**config.mk**
```make
export PLATFORM = sky130hd
export DESIGN_NAME = mem_access_ctrl_flat
export DESIGN_NICKNAME = d
export VERILOG_FILES = /design/src/rtl/mem_access_ctrl_if.sv /design/src/rtl/mem_access_ctrl.sv /design/src/flat_wrapper.sv
export SDC_FILE = /design/constraint.sdc
export NUM_CORES = 1
export LEC_CHECK = 0
export ABC_AREA = 1
export BUFFER_PORTS_ARGS = -buffer_cell sky130_fd_sc_hd__buf_4
export CAP_MARGIN = 20
export CORE_ASPECT_RATIO = 0.8
export CORE_UTILIZATION = 35
export CTS_BUF_LIST = sky130_fd_sc_hd__clkbuf_8
export DETAILED_ROUTE_END_ITERATION = 8
export PLACE_DENSITY = 0.63
export SYNTH_ARGS = -nofsm -noshare
export SYNTH_HDL_FRONTEND = slang
export SYNTH_SLANG_ARGS = --single-unit
```
**constraint.sdc**
```tcl
create_clock -name clk -period 4.2 [get_ports clk]
set_input_delay 1.05 -clock clk [delete_from_list [all_inputs] [get_ports clk]]
set_output_delay 1.05 -clock clk [all_outputs]
set_load 0.02 [all_outputs]
```
**src/rtl/mem_access_ctrl_if.sv**
```systemverilog
// mem_access_ctrl_if: CPU request/response and data-memory signals of mem_access_ctrl
interface mem_access_ctrl_if #(parameter int ADDR_W = 32);
  logic              req;
  logic              we;
  logic [1:0]        size;
  logic              uns;
  logic [ADDR_W-1:0] addr;
  logic [31:0]       wdata;
  logic              busy;
  logic              done;
  logic              err;
  logic [31:0]       rdata;
  logic [ADDR_W-1:0] mem_adr;
  logic [31:0]       mem_din;
  logic              mem_rd;
  logic              mem_wr;
  logic [31:0]       mem_dout;
  modport master (
    output req, we, size, uns, addr, wdata, mem_dout,
    input  busy, done, err, rdata, mem_adr, mem_din, mem_rd, mem_wr
  );
  modport slave (
    input  req, we, size, uns, addr, wdata, mem_dout,
    output busy, done, err, rdata, mem_adr, mem_din, mem_rd, mem_wr
  );
endinterface

```
**src/rtl/mem_access_ctrl.sv**
```systemverilog
// mem_access_ctrl: load/store initiator for a 32-bit byte-addressed data memory; sub-word stores via read-modify-write.
// Optional macro ALIGN_CHECK_EN rejects misaligned half/word accesses with err.
module mem_access_ctrl #(
  parameter int ADDR_W = 32
) (
  input logic            clk,
  input logic            rst,
  mem_access_ctrl_if.slave bus
);
  typedef enum logic [1:0] {IDLE, RD, WR, DONE} state_t;
  state_t            state_q, state_d;
  logic [ADDR_W-1:0] addr_q, addr_d;
  logic [31:0]       wdata_q, wdata_d, buf_q, buf_d, rdata_q, rdata_d, fmt, merge;
  logic [1:0]        size_q, size_d;
  logic              uns_q, uns_d, we_q, we_d, err_q, err_d, accept, bad;
  always_ff @(posedge clk or posedge rst)
    if (rst) state_q <= IDLE;
    else     state_q <= state_d;
  always_ff @(posedge clk or posedge rst)
    if (rst) begin
      addr_q  <= '0;
      wdata_q <= '0;
      buf_q   <= '0;
      rdata_q <= '0;
      size_q  <= '0;
      uns_q   <= 1'b0;
      we_q    <= 1'b0;
      err_q   <= 1'b0;
    end else begin
      addr_q  <= addr_d;
      wdata_q <= wdata_d;
      buf_q   <= buf_d;
      rdata_q <= rdata_d;
      size_q  <= size_d;
      uns_q   <= uns_d;
      we_q    <= we_d;
      err_q   <= err_d;
    end
  always_comb begin
`ifdef ALIGN_CHECK_EN
    bad = (bus.size == 2'b11) || (bus.size == 2'b01 && bus.addr[0]) ||
          (bus.size == 2'b10 && bus.addr[1:0] != 2'b00);
`else
    bad = (bus.size == 2'b11);
`endif
    state_d = state_q;
    case (state_q)
      IDLE:    state_d = !bus.req ? IDLE : bad ? DONE : (bus.we && bus.size == 2'b10) ? WR : RD;
      RD:      state_d = we_q ? WR : DONE;
      WR:      state_d = DONE;
      default: state_d = IDLE;
    endcase
  end
  // Request fields are latched once at accept so the memory side never sees live CPU inputs.
  always_comb begin
    accept  = (state_q == IDLE) && bus.req;
    addr_d  = accept ? bus.addr  : addr_q;
    wdata_d = accept ? bus.wdata : wdata_q;
    size_d  = accept ? bus.size  : size_q;
    uns_d   = accept ? bus.uns   : uns_q;
    we_d    = accept ? bus.we    : we_q;
    err_d   = accept ? bad       : err_q;
    buf_d   = (state_q == RD) ? bus.mem_dout : buf_q;
    fmt     = size_q == 2'b00 ? (uns_q ? {24'b0, bus.mem_dout[7:0]} : {{24{bus.mem_dout[7]}}, bus.mem_dout[7:0]}) :
              size_q == 2'b01 ? (uns_q ? {16'b0, bus.mem_dout[15:0]} : {{16{bus.mem_dout[15]}}, bus.mem_dout[15:0]}) :
              bus.mem_dout;
    rdata_d = (state_q == RD && !we_q) ? fmt : rdata_q;
    merge   = size_q == 2'b10 ? wdata_q :
              size_q == 2'b01 ? {buf_q[31:16], wdata_q[15:0]} : {buf_q[31:8], wdata_q[7:0]};
  end
  always_comb begin
    bus.busy    = (state_q != IDLE);
    bus.done    = (state_q == DONE);
    bus.err     = (state_q == DONE) && err_q;
    bus.mem_rd  = (state_q == RD);
    bus.mem_wr  = (state_q == WR);
    bus.mem_adr = addr_q;
    bus.mem_din = (state_q == WR) ? merge : 32'b0;
    bus.rdata   = rdata_q;
  end
endmodule

```
**src/flat_wrapper.sv**
```systemverilog
// flat-port wrapper written by rule: the top's interface ports become plain ports
module mem_access_ctrl_flat 
#(
  parameter int ADDR_W = 32
)
  (clk, rst, bus_req, bus_we, bus_size, bus_uns, bus_addr, bus_wdata, bus_mem_dout, bus_busy, bus_done, bus_err, bus_rdata, bus_mem_adr, bus_mem_din, bus_mem_rd, bus_mem_wr);
  mem_access_ctrl_if #(.ADDR_W(ADDR_W)) bus_i ();
  input logic clk;
  input logic rst;
  input wire logic [$bits(bus_i.req)-1:0] bus_req;
  input wire logic [$bits(bus_i.we)-1:0] bus_we;
  input wire logic [$bits(bus_i.size)-1:0] bus_size;
  input wire logic [$bits(bus_i.uns)-1:0] bus_uns;
  input wire logic [$bits(bus_i.addr)-1:0] bus_addr;
  input wire logic [$bits(bus_i.wdata)-1:0] bus_wdata;
  input wire logic [$bits(bus_i.mem_dout)-1:0] bus_mem_dout;
  output wire logic [$bits(bus_i.busy)-1:0] bus_busy;
  output wire logic [$bits(bus_i.done)-1:0] bus_done;
  output wire logic [$bits(bus_i.err)-1:0] bus_err;
  output wire logic [$bits(bus_i.rdata)-1:0] bus_rdata;
  output wire logic [$bits(bus_i.mem_adr)-1:0] bus_mem_adr;
  output wire logic [$bits(bus_i.mem_din)-1:0] bus_mem_din;
  output wire logic [$bits(bus_i.mem_rd)-1:0] bus_mem_rd;
  output wire logic [$bits(bus_i.mem_wr)-1:0] bus_mem_wr;
  assign bus_i.req = bus_req;
  assign bus_i.we = bus_we;
  assign bus_i.size = bus_size;
  assign bus_i.uns = bus_uns;
  assign bus_i.addr = bus_addr;
  assign bus_i.wdata = bus_wdata;
  assign bus_i.mem_dout = bus_mem_dout;
  assign bus_busy = bus_i.busy;
  assign bus_done = bus_i.done;
  assign bus_err = bus_i.err;
  assign bus_rdata = bus_i.rdata;
  assign bus_mem_adr = bus_i.mem_adr;
  assign bus_mem_din = bus_i.mem_din;
  assign bus_mem_rd = bus_i.mem_rd;
  assign bus_mem_wr = bus_i.mem_wr;
  mem_access_ctrl #(.ADDR_W(ADDR_W)) u_core (.clk(clk), .rst(rst), .bus(bus_i));
endmodule
```
==> Implementation_results.wiki <==
{| class="wikitable"
! Metric !! Value
|-
| Result of the run || finished, final reports clean
|-
| Power Internal || 0.00373 W
|-
| Number of violations reported at the end of detailed-routing iteration 0 || 212
|-
| Leading cell types by count after synthesis || sky130_fd_sc_hd__nand2_1, sky130_fd_sc_hd__dfrtp_1, sky130_fd_sc_hd__nor2_1, sky130_fd_sc_hd__inv_1, sky130_fd_sc_hd__o21ai_0
|-
| Power spent charging and discharging nets || 0.00276 W
|-
| Placement Setup Slack || 1.30 ns
|-
| Switching fraction of total power || 42.6%
|-
| Mapped Cells || 728
|-
| Clock buffer depth || 2
|-
| DR DRC count || 0
|-
| Biggest area contributors in the synthesized netlist || sky130_fd_sc_hd__dfrtp_1, sky130_fd_sc_hd__nand2_1, sky130_fd_sc_hd__nor2_1, sky130_fd_sc_hd__inv_1, sky130_fd_sc_hd__o21ai_0
|-
| Most frequently used flop master after synthesis || sky130_fd_sc_hd__dfrtp_1
|-
| Total grt overflow || 0
|-
| Max-Cap Viols || 0
|-
| Width of the die || 144 um
|-
| Leading area contributor after synthesis || sky130_fd_sc_hd__dfrtp_1
|-
| Maximum clock frequency || 297 MHz
|-
| Ys async rst share || 100%
|-
| Post-synth EDFFs || 0
|-
| Root buffer selected by CTS || sky130_fd_sc_hd__clkbuf_8
|-
| Area growth from synthesis to layout || 38.2%
|-
| Post-route clock skew || 0.00943 ns
|-
| First-pass iteration count of the detailed router || 4
|-
| Core area || 15700 sq um
|-
| Worst hold stages || 2
|-
| Comb power frac || 47.6%
|-
| Count of state elements after synthesis || 127
|-
| Tot GR Track Use || 19.9%
|-
| Starting density of the core || 35.9%
|-
| Worst endpoint required time || 3.15 ns
|-
| Final wirelength || 15800 um
|-
| Peak supply drop || 0.000498 V
|-
| Number of gates resized after cts || 0
|-
| Kind of capture point of the worst setup path || primary output
|-
| Count of endpoints failing hold in the final timing report || 0
|-
| Std cell rows || 41
|-
| Tightest Pin Transition || 0.965 ns
|-
| Post CTS Setup Buffer Count || 0
|-
| H-tree depth || 4
|-
| Sequential share of the synthesized area || 56.2%
|-
| Total negative setup slack || 0 ns
|-
| Share of the synthesized area in the top cell type || 56.2%
|-
| Setup crit start || u_core.state_q[0]
|-
| Diode count || 0
|-
| Port Buffers || 203
|-
| Hold Path End || u_core.buf_q[26]
|-
| Sum of internal, switching and leakage power || 0.00649 W
|-
| Antenna violations before repair || 0
|-
| Count of nets after finishing || 1029
|-
| Synthesized area per cell || 7.76 sq um
|-
| Final setup vio count || 0
|-
| CP startpoint kind || flop
|-
| Net count of the mapped netlist || 835
|-
| Clk sink count || 127
|-
| Tmin final || 3.37 ns
|-
| Layout cells sized above 1 || 28.3%
|-
| Unrepaired setup endpoints after global routing || false
|-
| Register-to-register setup slack || 2.22 ns
|-
| Clock Power Share || 19.3%
|-
| Area of the die || 16700 sq um
|-
| Register share of total power || 33.2%
|-
| Number of pins with negative max-slew slack in the final report || 0
|-
| Class of the tightest hold or removal check || reg -> reg
|-
| Worst-skew pair later-pin latency || 0.44 ns
|-
| Remaining antenna violation count || 0
|-
| Post-DP HPWL || 10900 um
|-
| Post-CTS clock slew at the launch and capture registers of the worst setup and hold paths || 0.08 ns
|-
| Hold-fix buffers, CTS || 0
|-
| CTS tree || built
|-
| Global-route wire length before repair || 25200 um
|-
| Library cell with the highest instance count after synthesis || sky130_fd_sc_hd__nand2_1
|-
| Pin count of the biggest net entering global routing || 128
|-
| R2R depth || 7
|-
| Number of vias in the routed layout || 5013
|-
| Unique masters post-synth || 19
|-
| Global placer's final weighted congestion || 0.780
|-
| Worst setup slack after layout || 0.829 ns
|-
| TritonCTS buffer count || 17
|-
| Total leakage power || 4.44 nW
|-
| Final critical-path share of the clock period || 80.3%
|-
| Source of the worst register-to-register timing path || u_core.state_q[1]
|-
| Slew margin rel. || 35.7%
|-
| Largest fanout on the critical path || 29
|-
| Type of the setup path with the least slack || reg -> out
|-
| Utilization of the core after routing || 49.6%
|-
| Num ports || 204
|-
| Data arrival time of the worst path || 2.32 ns
|-
| Synth Cell Area || 5650 sq um
|-
| Origin of the worst min-delay path || u_core.buf_q[26]
|-
| Wire per inst || 13.7 um
|-
| CP max stage delay || 0.79 ns
|-
| Die extent in y || 116 um
|-
| Vias in the first global route || 4893
|-
| Capture point of the worst reg-to-reg path || u_core.bus.mem_adr[0]
|-
| CP max-delay cell || sky130_fd_sc_hd__ha_1
|-
| Power per unit of standard cell area || 831 nW/um^2
|-
| Total number of yosys warnings || 0
|-
| Number of vias per cell || 4.36
|-
| Chain of cells forming the critical path || inv_1 > ha_1 > o21ai_0 > nor2_1 > buf_4
|}
worst max-delay path, delay by kind of cell (launching register included):
kind | cells | cell delay, ns
and+or+nand+nor | 1 | 0.17
AOI/OAI and AO/OA | 1 | 0.26
adders and majority gates | 1 | 0.79
buffers and inverters | 2 | 0.25
DFF | 1 | 0.40
per-layer routing:
layer | GRT usage [%] | share of wire (%) | up-vias
li1 | - | - | 2574
met1 | 27.0 | 47 | 2261
met2 | 30.2 | 44 | 169
met3 | 7.19 | 8.6 | 9
met4 | 5.32 | 0.70 | 0
met5 | 0 | 0 | -
worst max path at each step:
stage | depth (start not counted) | end | slack [ns]
floorplan | 1 | u_core.buf_q[10] | 1.58
global placement | 5 | bus_mem_din[17] | 1.37
global route | 5 | bus_mem_din[27] | 0.54
CTS | 5 | bus_mem_din[18] | 0.80
detailed placement | 5 | bus_mem_din[18] | 1.30
finish | 5 | bus_mem_din[18] | 0.83
registers in the layout, summed over array words and instances, names as in the netlist:
register	count
u_core.state_q	2
u_core.buf_q	24
u_core.bus.mem_adr	32
u_core.uns_q	1
u_core.err_q	1
u_core.bus.rdata	32
u_core.size_q	2
u_core.we_q	1
u_core.wdata_q	32
cell usage in the layout (no fill, tap or decap), types with 3 or more instances in the layout:
master / netlist / layout
sky130_fd_sc_hd__bufinv_16: 0 / 5
sky130_fd_sc_hd__buf_4: 3 / 210
sky130_fd_sc_hd__inv_1: 60 / 59
sky130_fd_sc_hd__or2_2: 12 / 12
sky130_fd_sc_hd__o21ai_0: 37 / 37
sky130_fd_sc_hd__or2_1: 4 / 4
sky130_fd_sc_hd__inv_6: 0 / 5
sky130_fd_sc_hd__clkbuf_8: 0 / 17
sky130_fd_sc_hd__nand2_1: 319 / 318
sky130_fd_sc_hd__nand3_1: 17 / 17
sky130_fd_sc_hd__inv_2: 5 / 5
sky130_fd_sc_hd__nor2_1: 88 / 88
sky130_fd_sc_hd__clkinvlp_4: 0 / 3
sky130_fd_sc_hd__nand2_2: 2 / 3
sky130_fd_sc_hd__dfrtp_1: 127 / 127
sky130_fd_sc_hd__ha_1: 4 / 4
sky130_fd_sc_hd__o21ai_1: 3 / 3
sky130_fd_sc_hd__a21oi_1: 13 / 13
kinds of logic (layout without fill, tap and decap cells):
| group | after synthesis | count (layout) | share of synthesized area (%) |
|---|---|---|---|
| buffers and inverters | 101 | 308 | 7.44 |
| DFF | 127 | 127 | 56.2 |
| and+or+nand+nor | 443 | 443 | 30.7 |
| adders and majority gates | 4 | 4 | 0.886 |
| AOI/OAI and AO/OA | 53 | 53 | 4.69 |
power groups by stage:
stage                     clock [W]  combinational, W  sequential, W
after floorplan                   0           0.00160        0.00247
after global placement            0           0.00309        0.00216
after detailed placement          0           0.00314        0.00216
after CTS                   0.00129           0.00313        0.00215
after global routing        0.00134           0.00346        0.00222
final                       0.00125           0.00309        0.00215
stage by stage:
| step | area, sq um | std cells | hold slack [ns] |
|---|---|---|---|
| 2_1_floorplan | 5650 | 728 | 0.443 |
| 3_3_place_gp | 7350 | 1118 | 0.456 |
| 3_5_place_dp | 7350 | 1118 | 0.460 |
| 4_1_cts | 7810 | 1150 | 0.481 |
| 5_1_grt | 7810 | 1150 | 0.497 |
| 6_report | 7810 | 1150 | 0.477 |
final cells by class:
cell class	count	area (sq um)
fillers	1594	7940
multi-input cells	500	2050
repair buffers	211	1600
clock inverters	15	231
well taps	215	269
flip-flops and latches	127	3180
clock buffers	17	234
inverters	65	248
Note: power is estimated with default switching activity, not from simulation.
